$ cat src/rtl/mmu_pkg.sv
// Shared types and field constants for the MMU translation arbiter.
package mmu_pkg;

    typedef enum logic [1:0] {
        EXC_NONE = 2'd0,
        EXC_TLBR = 2'd1,
        EXC_PIX  = 2'd2,
        EXC_PME  = 2'd3
    } exc_e;

    typedef enum logic [2:0] {
        ST_IDLE     = 3'd0,
        ST_TLB_REQ  = 3'd1,
        ST_TLB_WAIT = 3'd2,
        ST_RESP     = 3'd3,
        ST_DRAIN    = 3'd4
    } state_e;

    typedef enum logic {
        REQ_IF  = 1'b0,
        REQ_MEM = 1'b1
    } req_id_e;

    // Direct-mapped window CSR fields
    localparam int DMW_VSEG_HI = 31;
    localparam int DMW_VSEG_LO = 29;
    localparam int DMW_PSEG_HI = 27;
    localparam int DMW_PSEG_LO = 25;
    localparam int DMW_PLV0    = 0;
    localparam int DMW_PLV3    = 3;

    // Exception priority for a TLB lookup result: miss, then invalid, then dirty-on-store.
    function automatic exc_e tlb_exc(input logic hit, input logic v,
                                     input logic d, input logic store);
        if (!hit)
            return EXC_TLBR;
        if (!v)
            return EXC_PIX;
        if (store && !d)
            return EXC_PME;
        return EXC_NONE;
    endfunction

endpackage

$ cat src/rtl/mmu_trans_arbiter_dmw_match.sv
// Single direct-mapped window comparator: segment match gated by the PLV enable bit.
module mmu_dmw_match
    import mmu_pkg::*;
(
    input  logic [31:0] dmw_i,
    input  logic [2:0]  vseg_i,
    input  logic [1:0]  plv_i,
    output logic        hit_o,
    output logic [2:0]  pseg_o
);

    logic plv_en;
    logic unused_dmw;

    // Only PLV0 and PLV3 have enable bits; PLV1/2 can never use a window.
    always_comb begin
        plv_en = 1'b0;
        if (plv_i == 2'd0)
            plv_en = dmw_i[DMW_PLV0];
        else if (plv_i == 2'd3)
            plv_en = dmw_i[DMW_PLV3];
    end

    assign hit_o      = plv_en && (dmw_i[DMW_VSEG_HI:DMW_VSEG_LO] == vseg_i);
    assign pseg_o     = dmw_i[DMW_PSEG_HI:DMW_PSEG_LO];
    assign unused_dmw = ^{dmw_i[28], dmw_i[24:4], dmw_i[2:1]};

endmodule

$ cat src/rtl/mmu_trans_arbiter.sv
// Arbitrates IF and MEM translation requests onto one translation engine
// (direct, DMW window, or TLB handshake) and returns paddr + exception.
//
// state    | meaning
// ---------+-----------------------------------------------------------
// IDLE     | arbitrate and accept one request; direct/DMW resolve here
// TLB_REQ  | tlb_req_valid held with stable vpn until tlb_req_ready
// TLB_WAIT | waiting for the TLB response
// RESP     | one-cycle resp_valid pulse to the owning requester
// DRAIN    | flushed while waiting; swallow the late TLB response
module mmu_trans_arbiter
    import mmu_pkg::*;
#(
    parameter  int STARVE_LIMIT = 4,
    localparam int CNT_W        = $clog2(STARVE_LIMIT + 1)
) (
    input  logic        clk,
    input  logic        rst_n,
    input  logic        flush,

    input  logic        if_req_valid,
    input  logic [31:0] if_req_vaddr,
    output logic        if_req_ready,
    output logic        if_resp_valid,
    output logic [31:0] if_resp_paddr,
    output logic [1:0]  if_resp_exc,

    input  logic        mem_req_valid,
    input  logic [31:0] mem_req_vaddr,
    input  logic        mem_req_store,
    output logic        mem_req_ready,
    output logic        mem_resp_valid,
    output logic [31:0] mem_resp_paddr,
    output logic [1:0]  mem_resp_exc,

    output logic        tlb_req_valid,
    output logic [18:0] tlb_req_vpn,
    input  logic        tlb_req_ready,
    input  logic        tlb_resp_valid,
    input  logic        tlb_resp_hit,
    input  logic        tlb_resp_v,
    input  logic        tlb_resp_d,
    input  logic [19:0] tlb_resp_ppn,

    input  logic        csr_crmd_da,
    input  logic        csr_crmd_pg,
    input  logic [1:0]  csr_crmd_plv,
    input  logic [31:0] csr_dmw0,
    input  logic [31:0] csr_dmw1
);

    state_e            state_q, state_d;
    logic [CNT_W-1:0]  cnt_q, cnt_d;
    logic [31:0]       vaddr_q, vaddr_d;
    req_id_e           owner_q, owner_d;
    logic              store_q, store_d;
    logic [31:0]       paddr_q, paddr_d;
    exc_e              exc_q, exc_d;

    logic              arb_en, starved, if_grant, mem_grant, any_grant;
    logic [31:0]       acc_vaddr;
    logic              paged;
    logic              dmw0_hit, dmw1_hit;
    logic [2:0]        dmw0_pseg, dmw1_pseg;
    logic              resp_fire;
    logic              unused_vaddr;

    assign arb_en    = (state_q == ST_IDLE) && !flush;
    assign starved   = (cnt_q == CNT_W'(STARVE_LIMIT));
    assign if_grant  = arb_en && if_req_valid && (starved || !mem_req_valid);
    assign mem_grant = arb_en && mem_req_valid && !if_grant;
    assign any_grant = if_grant || mem_grant;
    assign acc_vaddr = mem_grant ? mem_req_vaddr : if_req_vaddr;
    // Anything other than da=0/pg=1 translates directly.
    assign paged     = !csr_crmd_da && csr_crmd_pg;

    mmu_dmw_match u_dmw0 (
        .dmw_i  (csr_dmw0),
        .vseg_i (acc_vaddr[31:29]),
        .plv_i  (csr_crmd_plv),
        .hit_o  (dmw0_hit),
        .pseg_o (dmw0_pseg)
    );

    mmu_dmw_match u_dmw1 (
        .dmw_i  (csr_dmw1),
        .vseg_i (acc_vaddr[31:29]),
        .plv_i  (csr_crmd_plv),
        .hit_o  (dmw1_hit),
        .pseg_o (dmw1_pseg)
    );

    // Next-state logic: starvation counter, accept-time mode decision, TLB sequencing.
    // The mode/PLV/DMW choice is fully resolved in the accept cycle, so later CSR
    // writes cannot reach an in-flight translation.
    always_comb begin
        state_d = state_q;
        cnt_d   = cnt_q;
        vaddr_d = vaddr_q;
        owner_d = owner_q;
        store_d = store_q;
        paddr_d = paddr_q;
        exc_d   = exc_q;

        if (!if_req_valid || if_grant)
            cnt_d = '0;
        else if (mem_grant && !starved)
            cnt_d = cnt_q + CNT_W'(1);

        unique case (state_q)
            ST_IDLE: begin
                if (any_grant) begin
                    vaddr_d = acc_vaddr;
                    owner_d = mem_grant ? REQ_MEM : REQ_IF;
                    store_d = mem_grant && mem_req_store;
                    exc_d   = EXC_NONE;
                    if (!paged) begin
                        paddr_d = acc_vaddr;
                        state_d = ST_RESP;
                    end else if (dmw0_hit) begin
                        paddr_d = {dmw0_pseg, acc_vaddr[28:0]};
                        state_d = ST_RESP;
                    end else if (dmw1_hit) begin
                        paddr_d = {dmw1_pseg, acc_vaddr[28:0]};
                        state_d = ST_RESP;
                    end else begin
                        state_d = ST_TLB_REQ;
                    end
                end
            end
            ST_TLB_REQ: begin
                if (flush)
                    state_d = ST_IDLE;
                else if (tlb_req_ready)
                    state_d = ST_TLB_WAIT;
            end
            ST_TLB_WAIT: begin
                if (tlb_resp_valid) begin
                    if (flush) begin
                        state_d = ST_IDLE;
                    end else begin
                        exc_d   = tlb_exc(tlb_resp_hit, tlb_resp_v, tlb_resp_d, store_q);
                        paddr_d = (exc_d == EXC_NONE) ? {tlb_resp_ppn, vaddr_q[11:0]} : 32'd0;
                        state_d = ST_RESP;
                    end
                end else if (flush) begin
                    state_d = ST_DRAIN;
                end
            end
            ST_RESP: begin
                state_d = ST_IDLE;
            end
            ST_DRAIN: begin
                if (tlb_resp_valid)
                    state_d = ST_IDLE;
            end
            default: begin
                state_d = ST_IDLE;
            end
        endcase
    end

    // State and datapath registers.
    always_ff @(posedge clk or negedge rst_n) begin
        if (!rst_n) begin
            state_q <= ST_IDLE;
            cnt_q   <= '0;
            vaddr_q <= '0;
            owner_q <= REQ_IF;
            store_q <= 1'b0;
            paddr_q <= '0;
            exc_q   <= EXC_NONE;
        end else begin
            state_q <= state_d;
            cnt_q   <= cnt_d;
            vaddr_q <= vaddr_d;
            owner_q <= owner_d;
            store_q <= store_d;
            paddr_q <= paddr_d;
            exc_q   <= exc_d;
        end
    end

    assign resp_fire      = (state_q == ST_RESP) && !flush;
    assign if_req_ready   = if_grant;
    assign mem_req_ready  = mem_grant;
    assign if_resp_valid  = resp_fire && (owner_q == REQ_IF);
    assign mem_resp_valid = resp_fire && (owner_q == REQ_MEM);
    assign if_resp_paddr  = paddr_q;
    assign mem_resp_paddr = paddr_q;
    assign if_resp_exc    = exc_q;
    assign mem_resp_exc   = exc_q;
    assign tlb_req_valid  = (state_q == ST_TLB_REQ);
    assign tlb_req_vpn    = vaddr_q[31:13];
    assign unused_vaddr   = vaddr_q[12];

endmodule

$ cat config.mk
export PLATFORM = sky130hd
export DESIGN_NAME = mmu_trans_arbiter
export DESIGN_NICKNAME = d
export VERILOG_FILES = /design/src/rtl/mmu_pkg.sv /design/src/rtl/mmu_trans_arbiter_dmw_match.sv /design/src/rtl/mmu_trans_arbiter.sv
export SDC_FILE = /design/constraint.sdc
export NUM_CORES = 1
export LEC_CHECK = 0
export ABC_AREA = 1
export CAP_MARGIN = 20
export CORE_ASPECT_RATIO = 0.7
export CORE_MARGIN = 5
export CORE_UTILIZATION = 43
export CTS_CLUSTER_DIAMETER = 40
export CTS_CLUSTER_SIZE = 30
export DETAILED_ROUTE_END_ITERATION = 12
export PLACE_DENSITY_LB_ADDON = 0.05
export SKIP_LAST_GASP = 1
export SYNTH_ARGS = -nofsm -noshare
export SYNTH_HDL_FRONTEND = slang
export SYNTH_HIERARCHICAL = 1
export SYNTH_SLANG_ARGS = --single-unit
$ cat constraint.sdc
create_clock -name clk -period 7.21 [get_ports clk]
set_input_delay 0.721 -clock clk [delete_from_list [all_inputs] [get_ports clk]]
set_output_delay 0.721 -clock clk [all_outputs]
set_load 0.1 [all_outputs]
==> run_results.csv, run 1 <==
group,metric,value,unit
timing,rsz0062_at_grt,"false",
routing,remaining_drc_errors,0,
placement,placed_cells,930,
finish,stdcell_count,947,
timing,fin_skew,0.007509,ns
timing,period_needed,5.357,ns
finish,num_antenna_cells,0,
routing,first_pass_iters,6,
setup_path,rrSetupSlack,2.29,ns
clocking,clockBufferDepth,2,
clocking,clk_latency,0.33,ns
placement,gp_congestion,0.8910,
timing,slew_headroom,28.73,%
clocking,cts_inserted_buffers,9,
synthesis,synthCells,659,
timing,hold_violations,0,
synthesis,synth_top_cell_area_share,38.47,%
synthesis,ys_warn_count,6,
clocking,clk_pin_slew,0.06,ns
timing,setup_tns,0,ns
finish,final_cell_mix,"205 x clkdlybuf4s50_1, 105 x nand2_1, 90 x inv_1",
floorplanning,fp.coreArea,10890,µm²
global_routing,grt_overflow,0,
clocking,cts_resized,0,
finish,fill_cells,979,
routing,drt-initial-drc-count,340,
placement,detailed_place_hpwl,9950,µm
routing,wl,15140,µm
floorplanning,fp.dieH,97.92,µm
global_routing,use_met3,5.355,%
floorplanning,die-area,13280,µm²
finish,area_growth,42.13,%
setup_path,crit_required,7.41,ns
setup_path,crit_type,"in2reg",
synthesis,syn_area,4748,µm²
timing,setup_viol,0,
routing,post_drt_wl_per_cell,15.99,µm
timing,tightest_slew,1.066,ns
floorplanning,rows,32,
floorplanning,initial_core_util,43.60,%
global_routing,grt.busiest_layer,"met2",
timing,finalCritPeriodShare,74.29,%
floorplanning,io_pins,255,
synthesis,syn_area_per_cell,7.205,µm²
global_routing,grt_pass1_vias,4787,
synthesis,yosysUniqueCellTypes,30,
floorplanning,die_w,135.6,µm
global_routing,grt_use_total,22.70,%
clocking,post_cts_buffers,0,
status,status,"finished clean",
clocking,root_buffer,"clkbuf_16",
clocking,clock-sinks,73,
min_path,hold_class,"reg2reg",
routing,vias,4598,
finish,num-nets-final,954,
clocking,postCtsHoldBufs,0,
global_routing,met2_usage,37.77,%
synthesis,synth_seq_cells,73,
clocking,cts_max_level,3,
placement,io_buffers,206,
timing,maxSlewViolCount,0,
global_routing,grt_max_degree,74,
synthesis,syn_nets,824,
finish,drive_gt1_share,4.408,%
global_routing,grt_antenna_before_repair,0,
timing,fmax,0.1867,GHz
synthesis,synthTopCellsByArea,"dfrtp_1 38%, buf_4 10%, nand2_1 8.3%",
synthesis,ys_seq_area_share,38.47,%
setup_path,crit_fanout,34,
clocking,cts_tree,"yes",
routing,vias_per_cell,4.855,
run,max-cap-violations,0,
finish,fin_util,61.97,%
routing,antenna_left,0,
global_routing,grt_pass1_wl,24070,µm
finish,layout_commonest_cell,"clkdlybuf4s50_1",
setup_path,worstPathArrival,5.56,ns
global_routing,use_met1,29.56,%
setup_path,cp-start-kind,"input port",
synthesis,yosys.area.top_type,"dfrtp_1",
setup_path,crit_path_end_kind,"flop",
==> sequential cells by signal (all words and copies together), names as in the netlist <==
name,count
if_resp_paddr,32
vaddr_q,31
cnt_q,3
state_q,3
if_resp_exc,2
owner_q,1
store_q,1
==> path summary, 6_finish.rpt <==
kind                        startpoint                 to  cells past startpoint
setup / recovery                 flush  if_resp_paddr[10]                     17
hold / removal             vaddr_q[22]        vaddr_q[22]                      2
setup reg to reg            state_q[2]  if_resp_paddr[10]                     16
hold reg to reg            vaddr_q[22]        vaddr_q[22]                      2
max in group asynchronous        rst_n         state_q[2]                      1
min in group asynchronous        rst_n   if_resp_paddr[5]                      1
==> Yosys cell counts <==
cell type,n
a22o_1,1
nor2_4,3
buf_2,15
inv_1,90
nor3b_1,1
nor3_4,1
nand4_1,2
nand2_1,105
a21oi_1,72
nor2_1,81
xor2_1,1
buf_4,63
nand3_1,72
clkbuf_1,9
ha_1,2
nand2_2,5
buf_6,1
a31oi_1,4
dfrtp_1,73
o21ai_1,4
nor2_2,1
nor3_1,1
nand2_4,1
nor2_8,1
inv_2,2
nand3b_1,29
xnor2_1,2
o21ai_0,13
buf_1,2
nand4_2,2
==> metal layers <==
metal  part of all wire [%]  wire (µm)
met5                      0          0
met2                     48       7327
met4                    1.0        153
met3                    7.1       1071
met1                     44       6587
==> cell type report <==
| class | count | area (µm²) | area share, % |
|---|---|---|---|
| Multi-Input combinational cell | 404 | 1976 | 29.27 |
| Tap cell | 153 | 191.4 | 2.836 |
| Inverter | 92 | 345.3 | 5.117 |
| Timing Repair Buffer | 209 | 2102 | 31.15 |
| Clock inverter | 4 | 51.30 | 0.7601 |
| Clock buffer | 12 | 256.5 | 3.801 |
| Sequential cell | 73 | 1827 | 27.07 |
==> worst max-delay path: stages <==
cell and delay (ns):
clkdlybuf4s50_1 0.49, nor2_4 0.23, nand2_4 0.10, nor2_8 0.49, nand2_2 0.66, nand2_1 0.29
nand2_1 0.13, xnor2_1 0.17, nand3_1 0.11, nor2_1 0.26, nor2_1 0.09, nand2_1 0.07
nand2_1 0.06, nand2_2 0.60, nand2_2 0.66, nor2_1 0.27, a21oi_1 0.09
==> logic make-up after synthesis <==
kind of cell / share of synthesized area, %
flip-flops: 38.47
AO/OA/AOI/OAI: 10.09
XOR/XNOR: 0.5535
AND/OR/NAND/NOR: 30.43
buffers and inverters: 19.92
adder cells (fa/ha/maj): 0.5269
==> stage by stage <==
stage	cell area, µm²	worst slack [ns]	hold WS, ns
final	6749	1.854	0.4787
after global routing	6749	1.401	0.4963
after CTS	6729	1.853	0.4794
after detailed placement	6421	1.522	0.4640
after global placement	6406	1.590	0.4635
after floorplan	4748	4.232	0.4254
Power of run 1 is left out: the tool's default activity adds up to more than one toggle a clock period on the data nets, which glitch-free logic cannot reach.
==> run 2, diff against run 1 <==
--- a/config.mk
+++ b/config.mk
@@ -9,7 +9,7 @@
 export CAP_MARGIN = 20
 export CORE_ASPECT_RATIO = 0.7
 export CORE_MARGIN = 5
-export CORE_UTILIZATION = 43
+export CORE_UTILIZATION = 40
 export CTS_CLUSTER_DIAMETER = 40
 export CTS_CLUSTER_SIZE = 30
 export DETAILED_ROUTE_END_ITERATION = 12
==> constraint.sdc (replaced) <==
create_clock -name clk -period 5.22 [get_ports clk]
set_input_delay 0.522 -clock clk [delete_from_list [all_inputs] [get_ports clk]]
set_output_delay 0.522 -clock clk [all_outputs]
set_load 0.1 [all_outputs]
==> run_results.csv, run 2 (synthesis results as in run 1) <==
group,metric,value,unit
clocking,cts_tree,"yes",
global_routing,grt_overflow,0,
status,status,"finished clean",
min_path,hold_class,"in2async",
clocking,clk_pin_slew,0.06,ns
clocking,clockBufferDepth,2,
setup_path,reg2reg_to,"if_resp_paddr[14]",
floorplanning,io_pins,255,
setup_path,crit_required,5.43,ns
setup_path,cp-start-kind,"input port",
finish,largest_reg_flops,32,
setup_path,crit_end,"if_resp_paddr[14]",
setup_path,rrSetupSlack,1.43,ns
routing,first_pass_iters,5,
setup_path,startpoint,"flush",
floorplanning,rows,33,
finish,num_antenna_cells,0,
timing,setup_viol,0,
finish,fill_cells,1069,
clocking,post_cts_buffers,0,
routing,vias_per_cell,5.012,
setup_path,ff2ff_path_depth,16,
placement,gp_congestion,0.8688,
clocking,cts_inserted_buffers,9,
clocking,postCtsHoldBufs,0,
clocking,clock-sinks,73,
setup_path,crit_type,"in2reg",
timing,setup_tns,0,ns
global_routing,grt_max_degree,74,
finish,drive_gt1_share,4.899,%
finish,multi_input_area,1976,µm²
finish,num-nets-final,956,
setup_path,path_common_cell,"nand2_1",
placement,detailed_place_hpwl,10480,µm
timing,maxSlewViolCount,0,
floorplanning,initial_core_util,40.78,%
routing,antenna_left,0,
setup_path,rr_startpoint,"state_q[2]",
run,max-cap-violations,0,
timing,fin_skew,0.005109,ns
setup_path,cp_top_family,"simple AND/OR/NAND/NOR gates",
finish,area_growth,42.24,%
setup_path,crit_fanout,34,
timing,hold_violations,0,
floorplanning,fp.coreArea,11640,µm²
routing,wl,15530,µm
global_routing,grt_use_total,21.76,%
setup_path,crit_chain,"clkdlybuf4s50_1 -> nor2_4 -> nand2_4 -> nor2_8 -> nand2_2 -> nand2_1 -> nand2_1 -> xnor2_1 -> nand3_1 -> nor2_1 -> nor2_1 -> nand2_1 -> nand2_1 -> nand2_2 -> nand2_2 -> nor2_1 -> a21oi_1",
finish,seqCellArea,1827,µm²
floorplanning,die-area,14180,µm²
finish,final_cell_mix,"203 x clkdlybuf4s50_1, 105 x nand2_1, 90 x inv_1",
timing,slew_headroom,29.25,%
setup_path,critPathBufInv,1,
global_routing,grt_pass1_vias,4935,
setup_path,crit_path_end_kind,"flop",
timing,rsz0062_at_grt,"false",
floorplanning,fp.dieH,101.2,µm
timing,fmax,0.2481,GHz
setup_path,critPathSlowestCell,"clkdlybuf4s50_1",
routing,post_drt_wl_per_cell,16.29,µm
clocking,root_buffer,"clkbuf_16",
setup_path,cpPeakStageDelay,0.49,ns
timing,finalCritPeriodShare,77.21,%
timing,period_needed,4.030,ns
placement,io_buffers,206,
global_routing,grt_antenna_before_repair,0,
global_routing,grt_pass1_wl,24830,µm
finish,layout_commonest_cell,"clkdlybuf4s50_1",
routing,remaining_drc_errors,0,
floorplanning,die_w,140.2,µm
routing,vias,4776,
timing,tightest_slew,1.058,ns
clocking,cts_resized,0,
setup_path,crit_cells,17,
clocking,clk_latency,0.33,ns
clocking,cts_max_level,3,
setup_path,worstPathArrival,4.24,ns
routing,drt-initial-drc-count,186,
-- run 2: through the flow --
stage | instance area (µm²) | utilization, % | std cells | hold slack (ns) | worst slack [ns]
after floorplan | 4748 | - | 659 | 0.2264 | 2.640
after global placement | 6429 | 55.21 | 936 | 0.4637 | 0.8811
after detailed placement | 6456 | 55.45 | 937 | 0.4637 | 0.8029
after CTS | 6754 | 58.01 | 953 | 0.3860 | 1.160
after global routing | 6754 | 58.01 | 953 | 0.4375 | 0.7719
final | 6754 | 58.01 | 953 | 0.3562 | 1.190
-- run 2: cell type report --
class,count,share of cell area [%]
clock buffer,11,3.594
inverter,92,5.113
tap,157,2.908
multi-input combinational,404,29.25
clock inverter,5,0.8151
timing repair buffer,211,31.27
sequential,73,27.05
-- run 2: worst min path at each step --
stage / end / slack (ns) / start
finish: cnt_q[1] / 0.36 / rst_n
global route: vaddr_q[31] / 0.44 / rst_n
CTS: cnt_q[0] / 0.39 / rst_n
detailed placement: vaddr_q[26] / 0.46 / vaddr_q[26]
global placement: vaddr_q[24] / 0.46 / vaddr_q[24]
floorplan: cnt_q[0] / 0.23 / rst_n
-- run 2: worst reg2reg max path, stage by stage (launching register included) --
cell     delay, ns
dfrtp_1       0.47
nor2_4        0.21
nand2_4       0.10
nor2_8        0.48
nand2_2       0.43
nand2_1       0.23
nand2_1       0.12
xnor2_1       0.18
nand3_1       0.09
nor2_1        0.25
nor2_1        0.08
nand2_1       0.08
nand2_1       0.07
nand2_2       0.08
nand2_2       0.43
nor2_1        0.29
a21oi_1       0.09
-- run 2: layer usage --
metal / vias to the layer above / share of wire [%] / GRT usage (%)
met5: - / 0 / 0
met4: 0 / 1.6 / 5.659
met3: 20 / 7.3 / 5.050
met2: 185 / 48 / 37.54
met1: 2276 / 43 / 27.89
li1: 2295 / - / -
Power of run 2 is left out for the same reason.
